===== src/rtl/riscv_ctrl_pkg.sv =====
// Shared encodings for the multicycle RV32I control path: states, opcodes,
// datapath select codes and branch funct3 values.
package riscv_ctrl_pkg;

  localparam int unsigned OP_W  = 7;
  localparam int unsigned F3_W  = 3;
  localparam int unsigned SEL_W = 2;
  localparam int unsigned IMM_W = 3;

  typedef enum logic [3:0] {
    S_FETCH    = 4'd0,
    S_DECODE   = 4'd1,
    S_MEMADR   = 4'd2,
    S_MEMREAD  = 4'd3,
    S_MEMWB    = 4'd4,
    S_MEMWRITE = 4'd5,
    S_EXECR    = 4'd6,
    S_EXECI    = 4'd7,
    S_ALUWB    = 4'd8,
    S_BRANCH   = 4'd9,
    S_JALR     = 4'd10,
    S_JAL      = 4'd11,
    S_UPPER    = 4'd12,
    S_TRAP     = 4'd13
  } state_e;

  localparam logic [OP_W-1:0] OP_LOAD   = 7'b0000011;
  localparam logic [OP_W-1:0] OP_STORE  = 7'b0100011;
  localparam logic [OP_W-1:0] OP_R      = 7'b0110011;
  localparam logic [OP_W-1:0] OP_I      = 7'b0010011;
  localparam logic [OP_W-1:0] OP_BRANCH = 7'b1100011;
  localparam logic [OP_W-1:0] OP_JAL    = 7'b1101111;
  localparam logic [OP_W-1:0] OP_JALR   = 7'b1100111;
  localparam logic [OP_W-1:0] OP_LUI    = 7'b0110111;
  localparam logic [OP_W-1:0] OP_AUIPC  = 7'b0010111;

  localparam logic [IMM_W-1:0] IMM_I = 3'b000;
  localparam logic [IMM_W-1:0] IMM_S = 3'b001;
  localparam logic [IMM_W-1:0] IMM_B = 3'b010;
  localparam logic [IMM_W-1:0] IMM_J = 3'b011;
  localparam logic [IMM_W-1:0] IMM_U = 3'b100;

  localparam logic [SEL_W-1:0] SRCA_PC    = 2'b00;
  localparam logic [SEL_W-1:0] SRCA_OLDPC = 2'b01;
  localparam logic [SEL_W-1:0] SRCA_RS1   = 2'b10;
  localparam logic [SEL_W-1:0] SRCA_ZERO  = 2'b11;

  localparam logic [SEL_W-1:0] SRCB_RS2  = 2'b00;
  localparam logic [SEL_W-1:0] SRCB_IMM  = 2'b01;
  localparam logic [SEL_W-1:0] SRCB_FOUR = 2'b10;

  localparam logic [SEL_W-1:0] RES_ALUOUT = 2'b00;
  localparam logic [SEL_W-1:0] RES_RDATA  = 2'b01;
  localparam logic [SEL_W-1:0] RES_ALURES = 2'b10;

  localparam logic [SEL_W-1:0] ALUOP_ADD   = 2'b00;
  localparam logic [SEL_W-1:0] ALUOP_SUB   = 2'b01;
  localparam logic [SEL_W-1:0] ALUOP_FUNCT = 2'b10;

  localparam logic [F3_W-1:0] F3_BEQ  = 3'b000;
  localparam logic [F3_W-1:0] F3_BNE  = 3'b001;
  localparam logic [F3_W-1:0] F3_BLT  = 3'b100;
  localparam logic [F3_W-1:0] F3_BGE  = 3'b101;
  localparam logic [F3_W-1:0] F3_BLTU = 3'b110;
  localparam logic [F3_W-1:0] F3_BGEU = 3'b111;

  // Immediate format implied by the opcode; unknown opcodes fall back to I.
  function automatic logic [IMM_W-1:0] imm_src(input logic [OP_W-1:0] op);
    logic [IMM_W-1:0] imm;
    imm = IMM_I;
    case (op)
      OP_STORE:         imm = IMM_S;
      OP_BRANCH:        imm = IMM_B;
      OP_JAL:           imm = IMM_J;
      OP_LUI, OP_AUIPC: imm = IMM_U;
      default:          imm = IMM_I;
    endcase
    return imm;
  endfunction

endpackage


===== src/rtl/branch_cond.sv =====
// Branch decision from funct3 and the ALU flags of rs1 - rs2.
module branch_cond
  import riscv_ctrl_pkg::*;
(
  input  logic [F3_W-1:0] funct3,
  input  logic            zero,
  input  logic            neg,
  input  logic            ovf,
  input  logic            carry,
  output logic            take,
  output logic            bad_funct3
);

  always_comb begin
    take       = 1'b0;
    bad_funct3 = 1'b0;
    case (funct3)
      F3_BEQ:  take = zero;
      F3_BNE:  take = ~zero;
      F3_BLT:  take = neg ^ ovf;
      F3_BGE:  take = ~(neg ^ ovf);
      F3_BLTU: take = ~carry;
      F3_BGEU: take = carry;
      default: bad_funct3 = 1'b1;
    endcase
  end

endmodule


===== src/rtl/multicycle_main_fsm.sv =====
// Main control FSM of the multicycle RV32I core with a bounded memory handshake.
// Define MAINFSM_ILLEGAL_TRAP_EN to trap on illegal opcodes / branch funct3.
module multicycle_main_fsm
  import riscv_ctrl_pkg::*;
#(
  parameter int unsigned MEM_TIMEOUT = 255,
  parameter int unsigned TO_W        = 8
) (
  input  logic              clk,
  input  logic              reset_n,
  input  logic [OP_W-1:0]   op,
  input  logic [F3_W-1:0]   funct3,
  input  logic              Zero,
  input  logic              Neg,
  input  logic              Ovf,
  input  logic              Carry,
  input  logic              mem_ready,
  output logic              mem_req,
  output logic              MemWrite,
  output logic              IRWrite,
  output logic              PCWrite,
  output logic              RegWrite,
  output logic              AdrSrc,
  output logic [SEL_W-1:0]  ALUSrcA,
  output logic [SEL_W-1:0]  ALUSrcB,
  output logic [SEL_W-1:0]  ALUOp,
  output logic [SEL_W-1:0]  ResultSrc,
  output logic [IMM_W-1:0]  ImmSrc,
  output logic              mem_err,
  output logic              illegal,
  output logic              halted
);

  localparam logic [TO_W-1:0] TO_LAST = TO_W'(MEM_TIMEOUT - 1);

  state_e          state_q, state_d;
  logic [TO_W-1:0] cnt_q, cnt_d;
  logic            mem_err_q;
  logic            mem_err_set;
  logic            take, bad_funct3;
  logic            is_mem_state, expire;
  logic            mem_req_c, mem_write_c, ir_write_c, pc_write_c, reg_write_c, adr_src_c;
  logic [SEL_W-1:0] alu_src_a_c, alu_src_b_c, alu_op_c, result_src_c;
`ifdef MAINFSM_ILLEGAL_TRAP_EN
  logic            illegal_q;
  logic            illegal_set;
`endif

  branch_cond u_branch_cond (
    .funct3     (funct3),
    .zero       (Zero),
    .neg        (Neg),
    .ovf        (Ovf),
    .carry      (Carry),
    .take       (take),
    .bad_funct3 (bad_funct3)
  );

  assign is_mem_state = (state_q == S_FETCH) || (state_q == S_MEMREAD) || (state_q == S_MEMWRITE);
  // Expiry fires on the MEM_TIMEOUT-th consecutive wait cycle; ready in that cycle wins.
  assign expire = is_mem_state && !mem_ready && (MEM_TIMEOUT != 0) && (cnt_q == TO_LAST);

  always_comb begin
    state_d      = state_q;
    mem_req_c    = 1'b0;
    mem_write_c  = 1'b0;
    ir_write_c   = 1'b0;
    pc_write_c   = 1'b0;
    reg_write_c  = 1'b0;
    adr_src_c    = 1'b0;
    alu_src_a_c  = SRCA_PC;
    alu_src_b_c  = SRCB_RS2;
    alu_op_c     = ALUOP_ADD;
    result_src_c = RES_ALUOUT;
    mem_err_set  = 1'b0;
`ifdef MAINFSM_ILLEGAL_TRAP_EN
    illegal_set  = 1'b0;
`endif
    case (state_q)
      S_FETCH: begin
        mem_req_c    = 1'b1;
        alu_src_b_c  = SRCB_FOUR;
        result_src_c = RES_ALURES;
        if (mem_ready) begin
          ir_write_c = 1'b1;
          pc_write_c = 1'b1;
          state_d    = S_DECODE;
        end else if (expire) begin
          mem_err_set = 1'b1;
          state_d     = S_TRAP;
        end
      end
      S_DECODE: begin
        alu_src_a_c = SRCA_OLDPC;
        alu_src_b_c = SRCB_IMM;
        case (op)
          OP_LOAD, OP_STORE: state_d = S_MEMADR;
          OP_R:              state_d = S_EXECR;
          OP_I:              state_d = S_EXECI;
          OP_BRANCH:         state_d = S_BRANCH;
          OP_JAL:            state_d = S_JAL;
          OP_JALR:           state_d = S_JALR;
          OP_LUI, OP_AUIPC:  state_d = S_UPPER;
          default: begin
`ifdef MAINFSM_ILLEGAL_TRAP_EN
            illegal_set = 1'b1;
            state_d     = S_TRAP;
`else
            state_d     = S_FETCH;
`endif
          end
        endcase
      end
      S_MEMADR: begin
        alu_src_a_c = SRCA_RS1;
        alu_src_b_c = SRCB_IMM;
        state_d     = op[5] ? S_MEMWRITE : S_MEMREAD;
      end
      S_MEMREAD: begin
        mem_req_c = 1'b1;
        adr_src_c = 1'b1;
        if (mem_ready) begin
          state_d = S_MEMWB;
        end else if (expire) begin
          mem_err_set = 1'b1;
          state_d     = S_TRAP;
        end
      end
      S_MEMWB: begin
        result_src_c = RES_RDATA;
        reg_write_c  = 1'b1;
        state_d      = S_FETCH;
      end
      S_MEMWRITE: begin
        mem_req_c   = 1'b1;
        mem_write_c = 1'b1;
        adr_src_c   = 1'b1;
        if (mem_ready) begin
          state_d = S_FETCH;
        end else if (expire) begin
          mem_err_set = 1'b1;
          state_d     = S_TRAP;
        end
      end
      S_EXECR: begin
        alu_src_a_c = SRCA_RS1;
        alu_op_c    = ALUOP_FUNCT;
        state_d     = S_ALUWB;
      end
      S_EXECI: begin
        alu_src_a_c = SRCA_RS1;
        alu_src_b_c = SRCB_IMM;
        alu_op_c    = ALUOP_FUNCT;
        state_d     = S_ALUWB;
      end
      S_ALUWB: begin
        reg_write_c = 1'b1;
        state_d     = S_FETCH;
      end
      S_BRANCH: begin
        alu_src_a_c = SRCA_RS1;
        alu_op_c    = ALUOP_SUB;
        pc_write_c  = take & ~bad_funct3;
        state_d     = S_FETCH;
`ifdef MAINFSM_ILLEGAL_TRAP_EN
        if (bad_funct3) begin
          illegal_set = 1'b1;
          state_d     = S_TRAP;
        end
`endif
      end
      S_JALR: begin
        alu_src_a_c = SRCA_RS1;
        alu_src_b_c = SRCB_IMM;
        state_d     = S_JAL;
      end
      S_JAL: begin
        alu_src_a_c = SRCA_OLDPC;
        alu_src_b_c = SRCB_FOUR;
        pc_write_c  = 1'b1;
        state_d     = S_ALUWB;
      end
      S_UPPER: begin
        alu_src_a_c = op[5] ? SRCA_ZERO : SRCA_OLDPC;
        alu_src_b_c = SRCB_IMM;
        state_d     = S_ALUWB;
      end
      S_TRAP: state_d = S_TRAP;
      default: state_d = S_FETCH;
    endcase
  end

  // Wait counter restarts whenever the state changes or the access completes.
  always_comb begin
    cnt_d = cnt_q;
    if ((state_d != state_q) || mem_ready) begin
      cnt_d = '0;
    end else if (is_mem_state) begin
      cnt_d = cnt_q + TO_W'(1);
    end
  end

  always_ff @(posedge clk or negedge reset_n) begin
    if (!reset_n) begin
      state_q   <= S_FETCH;
      cnt_q     <= '0;
      mem_err_q <= 1'b0;
    end else begin
      state_q   <= state_d;
      cnt_q     <= cnt_d;
      mem_err_q <= mem_err_q | mem_err_set;
    end
  end

`ifdef MAINFSM_ILLEGAL_TRAP_EN
  always_ff @(posedge clk or negedge reset_n) begin
    if (!reset_n) begin
      illegal_q <= 1'b0;
    end else begin
      illegal_q <= illegal_q | illegal_set;
    end
  end
  assign illegal = illegal_q;
`else
  assign illegal = 1'b0;
`endif

  // Request and enables are held off asynchronously while reset is asserted.
  assign mem_req   = mem_req_c   & reset_n;
  assign MemWrite  = mem_write_c & reset_n;
  assign IRWrite   = ir_write_c  & reset_n;
  assign PCWrite   = pc_write_c  & reset_n;
  assign RegWrite  = reg_write_c & reset_n;
  assign AdrSrc    = adr_src_c;
  assign ALUSrcA   = alu_src_a_c;
  assign ALUSrcB   = alu_src_b_c;
  assign ALUOp     = alu_op_c;
  assign ResultSrc = result_src_c;
  assign ImmSrc    = imm_src(op);
  assign mem_err   = mem_err_q;
  assign halted    = (state_q == S_TRAP);

endmodule


===== config.mk =====
export PLATFORM = sky130hd
export DESIGN_NAME = multicycle_main_fsm
export DESIGN_NICKNAME = d
export VERILOG_FILES = /design/src/rtl/riscv_ctrl_pkg.sv /design/src/rtl/branch_cond.sv /design/src/rtl/multicycle_main_fsm.sv
export SDC_FILE = /design/constraint.sdc
export NUM_CORES = 1
export LEC_CHECK = 0
export CORE_UTILIZATION = 50
export CTS_BUF_LIST = sky130_fd_sc_hd__clkbuf_4
export DETAILED_ROUTE_END_ITERATION = 12
export GPL_ROUTABILITY_DRIVEN = 0
export HOLD_SLACK_MARGIN = 0.02
export PLACE_DENSITY_LB_ADDON = 0.12
export SLEW_MARGIN = 10
export SYNTH_ARGS = -nofsm -noshare
export SYNTH_HDL_FRONTEND = slang
export SYNTH_SLANG_ARGS = --single-unit

===== constraint.sdc =====
create_clock -name clk -period 2.5 [get_ports clk]
set_input_delay 0.25 -clock clk [delete_from_list [all_inputs] [get_ports clk]]
set_output_delay 0.25 -clock clk [all_outputs]
set_load 0.01 [all_outputs]

==> results of run 1 <==
==> power by group <==
group / total [mW] / switching (mW) / internal [mW]
Sequential: 0.291 / 0.0538 / 0.237
Clock: 0.148 / 0.0746 / 0.0729
Combinational: 0.733 / 0.379 / 0.354
==> registers in the layout (all words and copies together) (netlist names) <==
register  cells
mem_err       1
state_q       4
cnt_q         8
==> worst min path at each step <==
stage / startpoint / depth (start not counted) / end
after global placement: mem_err / 1 / mem_err
final: reset_n / 1 / cnt_q[4]
after floorplan: reset_n / 0 / cnt_q[0]
after CTS: reset_n / 1 / cnt_q[4]
after detailed placement: mem_err / 1 / mem_err
after global routing: reset_n / 1 / cnt_q[4]
==> routing by layer <==
| metal | wire length [µm] | share of wire | up-vias |
|---|---|---|---|
| met5 | 0 | 0 | - |
| met4 | 10 | 0.0028 | 0 |
| met3 | 171 | 0.049 | 3 |
| met2 | 1820 | 0.52 | 35 |
| met1 | 1510 | 0.43 | 679 |
| li1 | - | - | 685 |
==> critical path, cell delays in order, from the launching register on <==
cell and delay (ns):
dfrtp_2 0.56, or4b_4 0.61, o21ai_0 0.10, clkdlybuf4s50_1 0.56
==> layout make-up <==
| class | instances | area [µm²] | area share |
|---|---|---|---|
| clock buffers | 4 | 30.0 | 0.0172 |
| flip-flops and latches | 13 | 327 | 0.187 |
| well taps | 30 | 37.5 | 0.0215 |
| multi-input cells | 140 | 925 | 0.529 |
| inverters | 3 | 11.3 | 0.00644 |
| repair buffers | 44 | 418 | 0.239 |
==> cell usage after synthesis (2+ instances only) <==
library cell / count / area share
buf_2: 4 / 0.015
and4_1: 3 / 0.020
o211ai_1: 2 / 0.011
nor2_1: 14 / 0.040
inv_1: 3 / 0.0085
or3_1: 2 / 0.0095
nand3b_1: 2 / 0.011
xor2_1: 7 / 0.047
clkbuf_1: 2 / 0.0057
a21oi_1: 8 / 0.030
and3_1: 4 / 0.019
dfrtp_1: 13 / 0.25
nand3_1: 7 / 0.027
a211oi_1: 3 / 0.017
buf_4: 2 / 0.011
nor3_1: 12 / 0.046
and2_1: 2 / 0.0095
nand2_1: 16 / 0.046
xnor2_1: 4 / 0.027
buf_1: 2 / 0.0057
o21ai_0: 9 / 0.034
ha_1: 2 / 0.019
nor2b_1: 6 / 0.028
a31oi_1: 3 / 0.014
nand4_1: 3 / 0.014
nand4bb_1: 2 / 0.017
nand2b_1: 7 / 0.033
==> stage by stage <==
stage,std cells,instance area [µm²],util,worst slack [ns],power (mW)
after floorplan,167,1320,-,0.718,0.751
after detailed placement,230,1710,0.691,0.203,1.02
after global routing,234,1750,0.706,0.0135,1.27
final,234,1750,0.706,0.143,1.17
after global placement,230,1710,0.691,0.292,0.998
after CTS,234,1740,0.703,0.0230,1.16
==> cell families after synthesis <==
family | after synthesis | share of synthesized area
DFF | 13 | 0.247
buffers and inverters | 14 | 0.0551
AOI/OAI and AO/OA | 37 | 0.226
and+or+nand+nor | 89 | 0.377
xor gates and xnor gates | 11 | 0.0731
other | 1 | 0.00285
adders and majority gates | 2 | 0.0190
==> timing repair <==
action                                  CTS  global route
endpoints found under the hold margin     0             0
gates resized for setup                   0             3
endpoints found under the setup margin    0             6
==> impl_metrics.tcl, run 1 <==
set metrics [dict create \
    grt_pass1_wl_mm 5.92 \
    fin_crit_ns 2.36 \
    cp_max_fo 23 \
    ys.flop_type "dfrtp_1" \
    arrival_ns 2.11 \
    r2r_cells 5 \
    dp_hpwl_mm 2.84 \
    tns_ns 0 \
    drt-wirelength-per-cell_um 15.0 \
    power_density_nw_per_um2 670 \
    cts.clk_slew.worst_paths_ns 0.08 \
    numCtsBuffers 3 \
    die_w_um 53.3 \
    synth_edf_count 0 \
    overflow 0 \
    gr-usage-met1 0.351 \
    async_reset_ff_frac 1.00 \
    critical_path.startpoint "state_q[2]" \
    global_route.usage.met2 0.517 \
    antenna_found_initial 0 \
    cts_root_buf "clkbuf_4" \
    syn_nets 186 \
    syn-cell-area_um2 1320 \
    clock_sinks 13 \
    grt_busiest_layer "met2" \
    layout-drive-gt1-share 0.127 \
    cts_buffer_depth 2 \
    syn_area_per_cell_um2 7.89 \
    drtIter0Drc 45 \
    finalCritPeriodShare 0.943 \
    firstDrtPassIters 4 \
    n_fill_cell 219 \
    whs_ns 0.223 \
    die_h_um 53.3 \
    end_kind "output pin" \
    cp-endpoint "ALUSrcA[0]" \
    ir_drop_mv 0.439 \
    max_freq_mhz 424 \
    yosys_warnings 0 \
    setup_viol_count_final 0 \
    wirelength_mm 3.51 \
    grt.met3_usage 0.0517 \
    design.core.area_um2 2480 \
    finClkSkew_ns 0.00230 \
    area_growth_syn_to_layout_pct 32.7 \
    fin_nets 224 \
    die_area_um2 2840 \
    cts_hold_buf 0 \
    clock_latency_ns 0.28 \
    seq_area_frac_synth 0.247 \
    synthCells 167 \
    finalHoldViolations 0 \
    maxCapViolations 0 \
    port_buffers 35 \
    worstReg2RegStart "state_q[2]" \
    final_cell_mix "clkdlybuf4s50_1, nand2_1, nor2_1, nor3_1, dfrtp_1" \
    via_count 1402 \
    rsz0062_at_grt "no" \
    fp-row-count 18 \
    start_kind "flop" \
    required_ns 2.25 \
    io_pins 37 \
    total_leakage_power_nw 0.711 \
    slew_viol_final 0 \
    htree_levels 1 \
    r2r_slack_ns 0.32 \
    run_status "complete, no violations" \
    initial_core_util 0.532 \
    cts_setup_buffers 0 \
    hold_class "primary input to asynchronous set/reset pin" \
    synth_seq_cells 13 \
    detail-route-antenna-nets 0 \
    yosysUniqueCellTypes 50 \
    final_common_cell "clkdlybuf4s50_1" \
    worst-setup-path-type "flop to output pin" \
    viasPerCell 5.99 \
    drt_drc_violations_left 0 \
    grt_use_total 0.287 \
    diodes 0 \
    grt_max_degree 24 \
    cts_tree "built" \
    timing.rr.end "cnt_q[6]" \
    grt_pass1_vias 1331 \
]
No activity file was read; power rests on OpenSTA's default activity.
==> inputs of run 2 (changes only) <==
--- a/config.mk
+++ b/config.mk
@@ -11,7 +11,7 @@
 export GPL_ROUTABILITY_DRIVEN = 0
 export HOLD_SLACK_MARGIN = 0.02
 export PLACE_DENSITY_LB_ADDON = 0.12
-export SLEW_MARGIN = 10
+export SLEW_MARGIN = 30
 export SYNTH_ARGS = -nofsm -noshare
 export SYNTH_HDL_FRONTEND = slang
 export SYNTH_SLANG_ARGS = --single-unit
==> results of run 2 <==
The final DEF is identical to that of run 1; final timing and power are the same.
==> inputs of run 3 (changes only) <==
--- a/config.mk
+++ b/config.mk
@@ -5,6 +5,7 @@
 export SDC_FILE = /design/constraint.sdc
 export NUM_CORES = 1
 export LEC_CHECK = 0
+export CORE_MARGIN = 2
 export CORE_UTILIZATION = 50
 export CTS_BUF_LIST = sky130_fd_sc_hd__clkbuf_4
 export DETAILED_ROUTE_END_ITERATION = 12
==> run 3 against run 2 <==
  * Register-to-register slack about the same
  * Hold slack better by 0.092 ns
  * Maximum frequency increased by 0.17%
  * Die area is 7.6% higher
  * Design area increased by 0.43%
  * Non-clock buffer count up 1
  * Via count is 0.93% higher
  * Combinational power hardly changed
==> impl_metrics.tcl, run 3 (synthesis results as in run 1) <==
set metrics [dict create \
    cp_max_fo 15 \
    run_status "complete, no violations" \
    grt_busiest_layer "met2" \
    final_cell_mix "clkdlybuf4s50_1, nand2_1, nor2_1, nor3_1" \
    largest_register "cnt_q" \
    fin_cells 235 \
    die_area_um2 3060 \
    grt_pass1_wl_mm 6.22 \
    cts_buffer_depth 2 \
    area_growth_syn_to_layout_pct 33.2 \
    grt_max_degree 24 \
    cts_tree "built" \
    grt_pass1_vias 1344 \
    fin_nets 225 \
    grt.met3_usage 0.0515 \
    final_util 0.709 \
    start_kind "flop" \
    maxCapViolations 0 \
    numCtsBuffers 3 \
    r2r_cells 5 \
    slew_viol_final 0 \
    finalWorstSetupSlack_ns 0.147 \
    place_ws_ns 0.194 \
    worst-setup-path-type "flop to output pin" \
    ir_drop_mv 0.483 \
    end_kind "output pin" \
    tns_ns 0 \
    max_freq_mhz 425 \
    arrival_ns 2.10 \
    clock_sinks 13 \
    placed_cells 228 \
    finalCritPeriodShare 0.941 \
    drtIter0Drc 37 \
    power_density_nw_per_um2 678 \
    dp_hpwl_mm 2.77 \
    die_h_um 55.3 \
    cts.clk_slew.worst_paths_ns 0.08 \
    io_pins 37 \
    fin_crit_ns 2.35 \
    die_w_um 55.3 \
    final_area_um2 1760 \
    gr-usage-met1 0.311 \
    firstDrtPassIters 4 \
    overflow 0 \
    drt-wirelength-per-cell_um 15.5 \
    htree_levels 1 \
    finalHoldViolations 0 \
    final_common_cell "clkdlybuf4s50_1" \
    detail-route-antenna-nets 0 \
    port_buffers 35 \
    wirelength_mm 3.63 \
    cts_root_buf "clkbuf_4" \
    clock_latency_ns 0.28 \
    placed_area_um2 1700 \
    n_fill_cell 210 \
    fp-row-count 18 \
    cts_hold_buf 0 \
    viasPerCell 6.02 \
    largest_reg_flops 8 \
    antenna_found_initial 0 \
    grt_use_total 0.244 \
    required_ns 2.25 \
    total_leakage_power_nw 0.712 \
    drt_drc_violations_left 0 \
    via_count 1415 \
    finClkSkew_ns 0.00105 \
    design.core.area_um2 2480 \
    total_power_mw 1.19 \
    whs_ns 0.315 \
    layout-drive-gt1-share 0.137 \
    hold_class "primary input to asynchronous set/reset pin" \
    rsz0062_at_grt "no" \
    global_route.usage.met2 0.418 \
    diodes 0 \
    setup_viol_count_final 0 \
    initial_core_util 0.532 \
]
## run 3: area by class of cell
type / count / area [µm²] / area share
Multi-Input combinational cell: 140 / 922 / 0.525
Timing Repair Buffer: 45 / 425 / 0.242
Sequential cell: 13 / 329 / 0.187
Tap cell: 30 / 37.5 / 0.0214
Clock buffer: 4 / 30.0 / 0.0171
Inverter: 3 / 11.3 / 0.00641
## run 3: report_power, final
part           switching, mW  internal, mW
combinational          0.365         0.369
clock                 0.0711        0.0728
sequential            0.0747         0.239
## run 3: path summary, 6_finish.rpt
| kind | from | endpoint | slack, ns |
|---|---|---|---|
| max | state_q[3] | ALUSrcA[0] | 0.15 |
| min | reset_n | state_q[1] | 0.32 |
| max reg2reg | state_q[3] | cnt_q[7] | 0.32 |
| min reg2reg | mem_err | mem_err | 0.49 |
| max in group asynchronous | reset_n | state_q[2] | 1.84 |
| min in group clk | mem_err | mem_err | 0.49 |
## run 3: routing by layer
layer	part of all wire	vias to the layer above
li1	-	686
met1	0.43	664
met2	0.50	59
met3	0.059	6
met4	0.011	0
met5	0	-
## run 3: timing repair
item | CTS | global route
setup endpoints to repair | 2 | 4
resized for setup | 1 | 3
gates cloned | 0 | 0
buffers inserted | 0 | 3
## run 3: worst max-delay path: stages, from the launching register on
cell and delay (ns):
dfrtp_1 0.55, or4b_4 0.63, o21ai_0 0.09, clkdlybuf4s50_1 0.55
==> RTL edit: new RTL, config.mk and constraints of run 1 <==
Add a define of `MAINFSM_ILLEGAL_TRAP_EN`.
--- a/src/rtl/multicycle_main_fsm.sv
+++ b/src/rtl/multicycle_main_fsm.sv
@@ -1,4 +1,6 @@
 // Main control FSM of the multicycle RV32I core with a bounded memory handshake.
 // Define MAINFSM_ILLEGAL_TRAP_EN to trap on illegal opcodes / branch funct3.
+`define MAINFSM_ILLEGAL_TRAP_EN
+
 module multicycle_main_fsm
   import riscv_ctrl_pkg::*;
Formal check against the unedited RTL: not equivalent (a bounded check fails within 4 cycles, from zero or initial values and one cycle with reset_n low).
==> RTL edit against run 1 <==
- area after synthesis increased by 7.9%
- sequential cell count increased by 1
- design area increased by 11%
- wire length increased by 11%
- setup slack got worse by 0.047 ns
- register-to-register slack got worse by 0.08 ns
- power increased by 48%
==> RTL edit: results (changes against run 1) <==
antenna violations before repair: 0 (unchanged)
post-synthesis sequential area ratio: 0.246 (was 0.247)
critical path arrival: 2.15 ns (was 2.11 ns)
Longest Clk Path Bufs: 2 (unchanged)
first-pass GRT wire length: 6440 um (was 5920 um)
cell family with most CP delay: buffers and inverters (was simple AND/OR/NAND/NOR gates)
Pwr Density: 894 mW/mm^2 (was 670 mW/mm^2)
number of max-cap violations: 0 (unchanged)
CTS clk-pin slew, worst paths: 0.08 ns (about the same)
ant diodes: 0 (unchanged)
cts hold-fix bufs: 0 (unchanged)
share of post-route cells with drive strength above 1: 0.145 (was 0.127)
H-Tree Depth: 1 (unchanged)
Worst-Skew Late Latency: 0.28 ns (about the same)
asr flop ratio synth: 1.00 (unchanged)
Detailed Route Iter0 Violations: 80 (was 45)
XOR/XNOR Fraction of Synth Area: 0.0801 (was 0.0731)
largest net degree at the start of global routing: 28 (was 24)
Via Count: 1543 (was 1402)
CTS root buf: clkbuf_4 (unchanged)
Worst VDD drop: 0.636 mV (was 0.439 mV)
Crit path largest cell delay: 0.55 ns (was 0.61 ns)
status: finished clean (unchanged)
Adder-Cell Fraction of Synth Area: 0.0176 (was 0.0190)
Lkg Pwr: 0.798 nW (was 0.711 nW)
Setup Skew: 0.00167 ns (was 0.00230 ns)
Syn Nets: 199 (was 186)
slowest CP cell: clkdlybuf4s50_1 (was or4b_4)
CP Max Fanout: 12 (was 23)
Main synth FF type: dfrtp_1 (unchanged)
port bufs: 36 (was 35)
CTS Buf Count: 3 (unchanged)
HPWL Detailed: 3020 um (was 2840 um)
most frequent cells after synthesis: 21 x nand2_1, 14 x dfrtp_1, 12 x nor2_1 (was 16 x nand2_1, 14 x nor2_1, 13 x dfrtp_1)
wire length per cell: 15.2 um (was 15.0 um)
vias in the first global route: 1348 (was 1331)
All-Layer GR Usage: 0.257 (was 0.287)
Slew Limit Fails: 0 (unchanged)
final net count: 247 (was 224)
post-synthesis compound-gate area fraction: 0.214 (was 0.226)
mux contribution to synthesized area: 0.0150 (was 0)
Area contributors post-synth: dfrtp_1 25%, nand2_1 5.5%, xor2_1 5.5% (was dfrtp_1 25%, xor2_1 4.7%, nor3_1 4.6%)
Yosys cell types: 52 (was 50)
## RTL edit: cell count changes in the layout (fill, tap and decap cells not counted), moves of 3 or more
| cell | delta |
|---|---|
| o21ai_0 | -3 |
| and2_1 | +3 |
| nand2_1 | +5 |
| buf_4 | +9 |
## RTL edit: final cells by class
class / count / area (um^2)
clock buffer: 3 / 22.5
clock inverter: 1 / 3.75
fill: 210 / 649
inverter: 6 / 22.5
multi-input combinational: 149 / 1010
sequential: 14 / 353
tap: 30 / 37.5
timing repair buffer: 54 / 495
## RTL edit: stage by stage
step	total power, mW	std cells	utilization	worst slack (ns)	instance area (um^2)
2_1_floorplan	1.08	180	-	0.569	1420
3_3_place_gp	1.48	251	0.727	0.191	1880
3_5_place_dp	1.52	251	0.727	0.156	1880
4_1_cts	1.66	255	0.739	0.0280	1910
5_1_grt	1.85	257	0.749	0.00907	1940
6_report	1.74	257	0.749	0.0963	1940
## RTL edit: logic make-up (layout without fill, tap and decap cells)
group / count (synthesis) / in the layout
simple gates: 93 / 93
compound gates: 39 / 39
buf+inv: 17 / 64
flops: 14 / 14
xor+xnor: 13 / 13
fa+ha+maj: 2 / 2
mux: 2 / 2
## RTL edit: worst paths after layout
path / startpoint / to / slack, ns / cells past startpoint
worst max-delay path: state_q[1] / ALUSrcB[1] / 0.1 / 5
worst min-delay path: reset_n / state_q[1] / 0.23 / 1
worst max register to register: state_q[0] / cnt_q[0] / 0.24 / 9
worst min register to register: mem_err / mem_err / 0.48 / 1
max in group asynchronous: reset_n / mem_err / 1.82 / 2
min in group clk: mem_err / mem_err / 0.48 / 1
## RTL edit: repair_timing
item | in CTS | in global routing
buffers inserted | 0 | 2
resized for setup | 3 | 3
setup endpoints to repair | 4 | 7
endpoints found under the hold margin | 0 | 0
## RTL edit: where the power goes
| part | internal [mW] | switching, mW | leakage [nW] |
|---|---|---|---|
| registers | 0.259 | 0.0328 | 0.183 |
| logic | 0.621 | 0.690 | 0.600 |
| clock network | 0.0580 | 0.0738 | 0.0154 |
| total | 0.938 | 0.797 | 0.798 |
## RTL edit: per-layer routing
layer  track usage  wire length (um)
met1         0.364              1790
met2         0.422              1820
met3        0.0515               296
met4        0.0214                 5
met5             0                 0
## RTL edit: worst register-to-register path, cell delays in order, from the launching register on
cell and delay [ns]:
dfrtp_2 0.42, buf_4 0.18, buf_4 0.18, or3_1 0.36, a31oi_1 0.29, nand2_1 0.07, nor4bb_1 0.14, buf_4 0.15
o2bb2ai_4 0.23, nor3_1 0.10
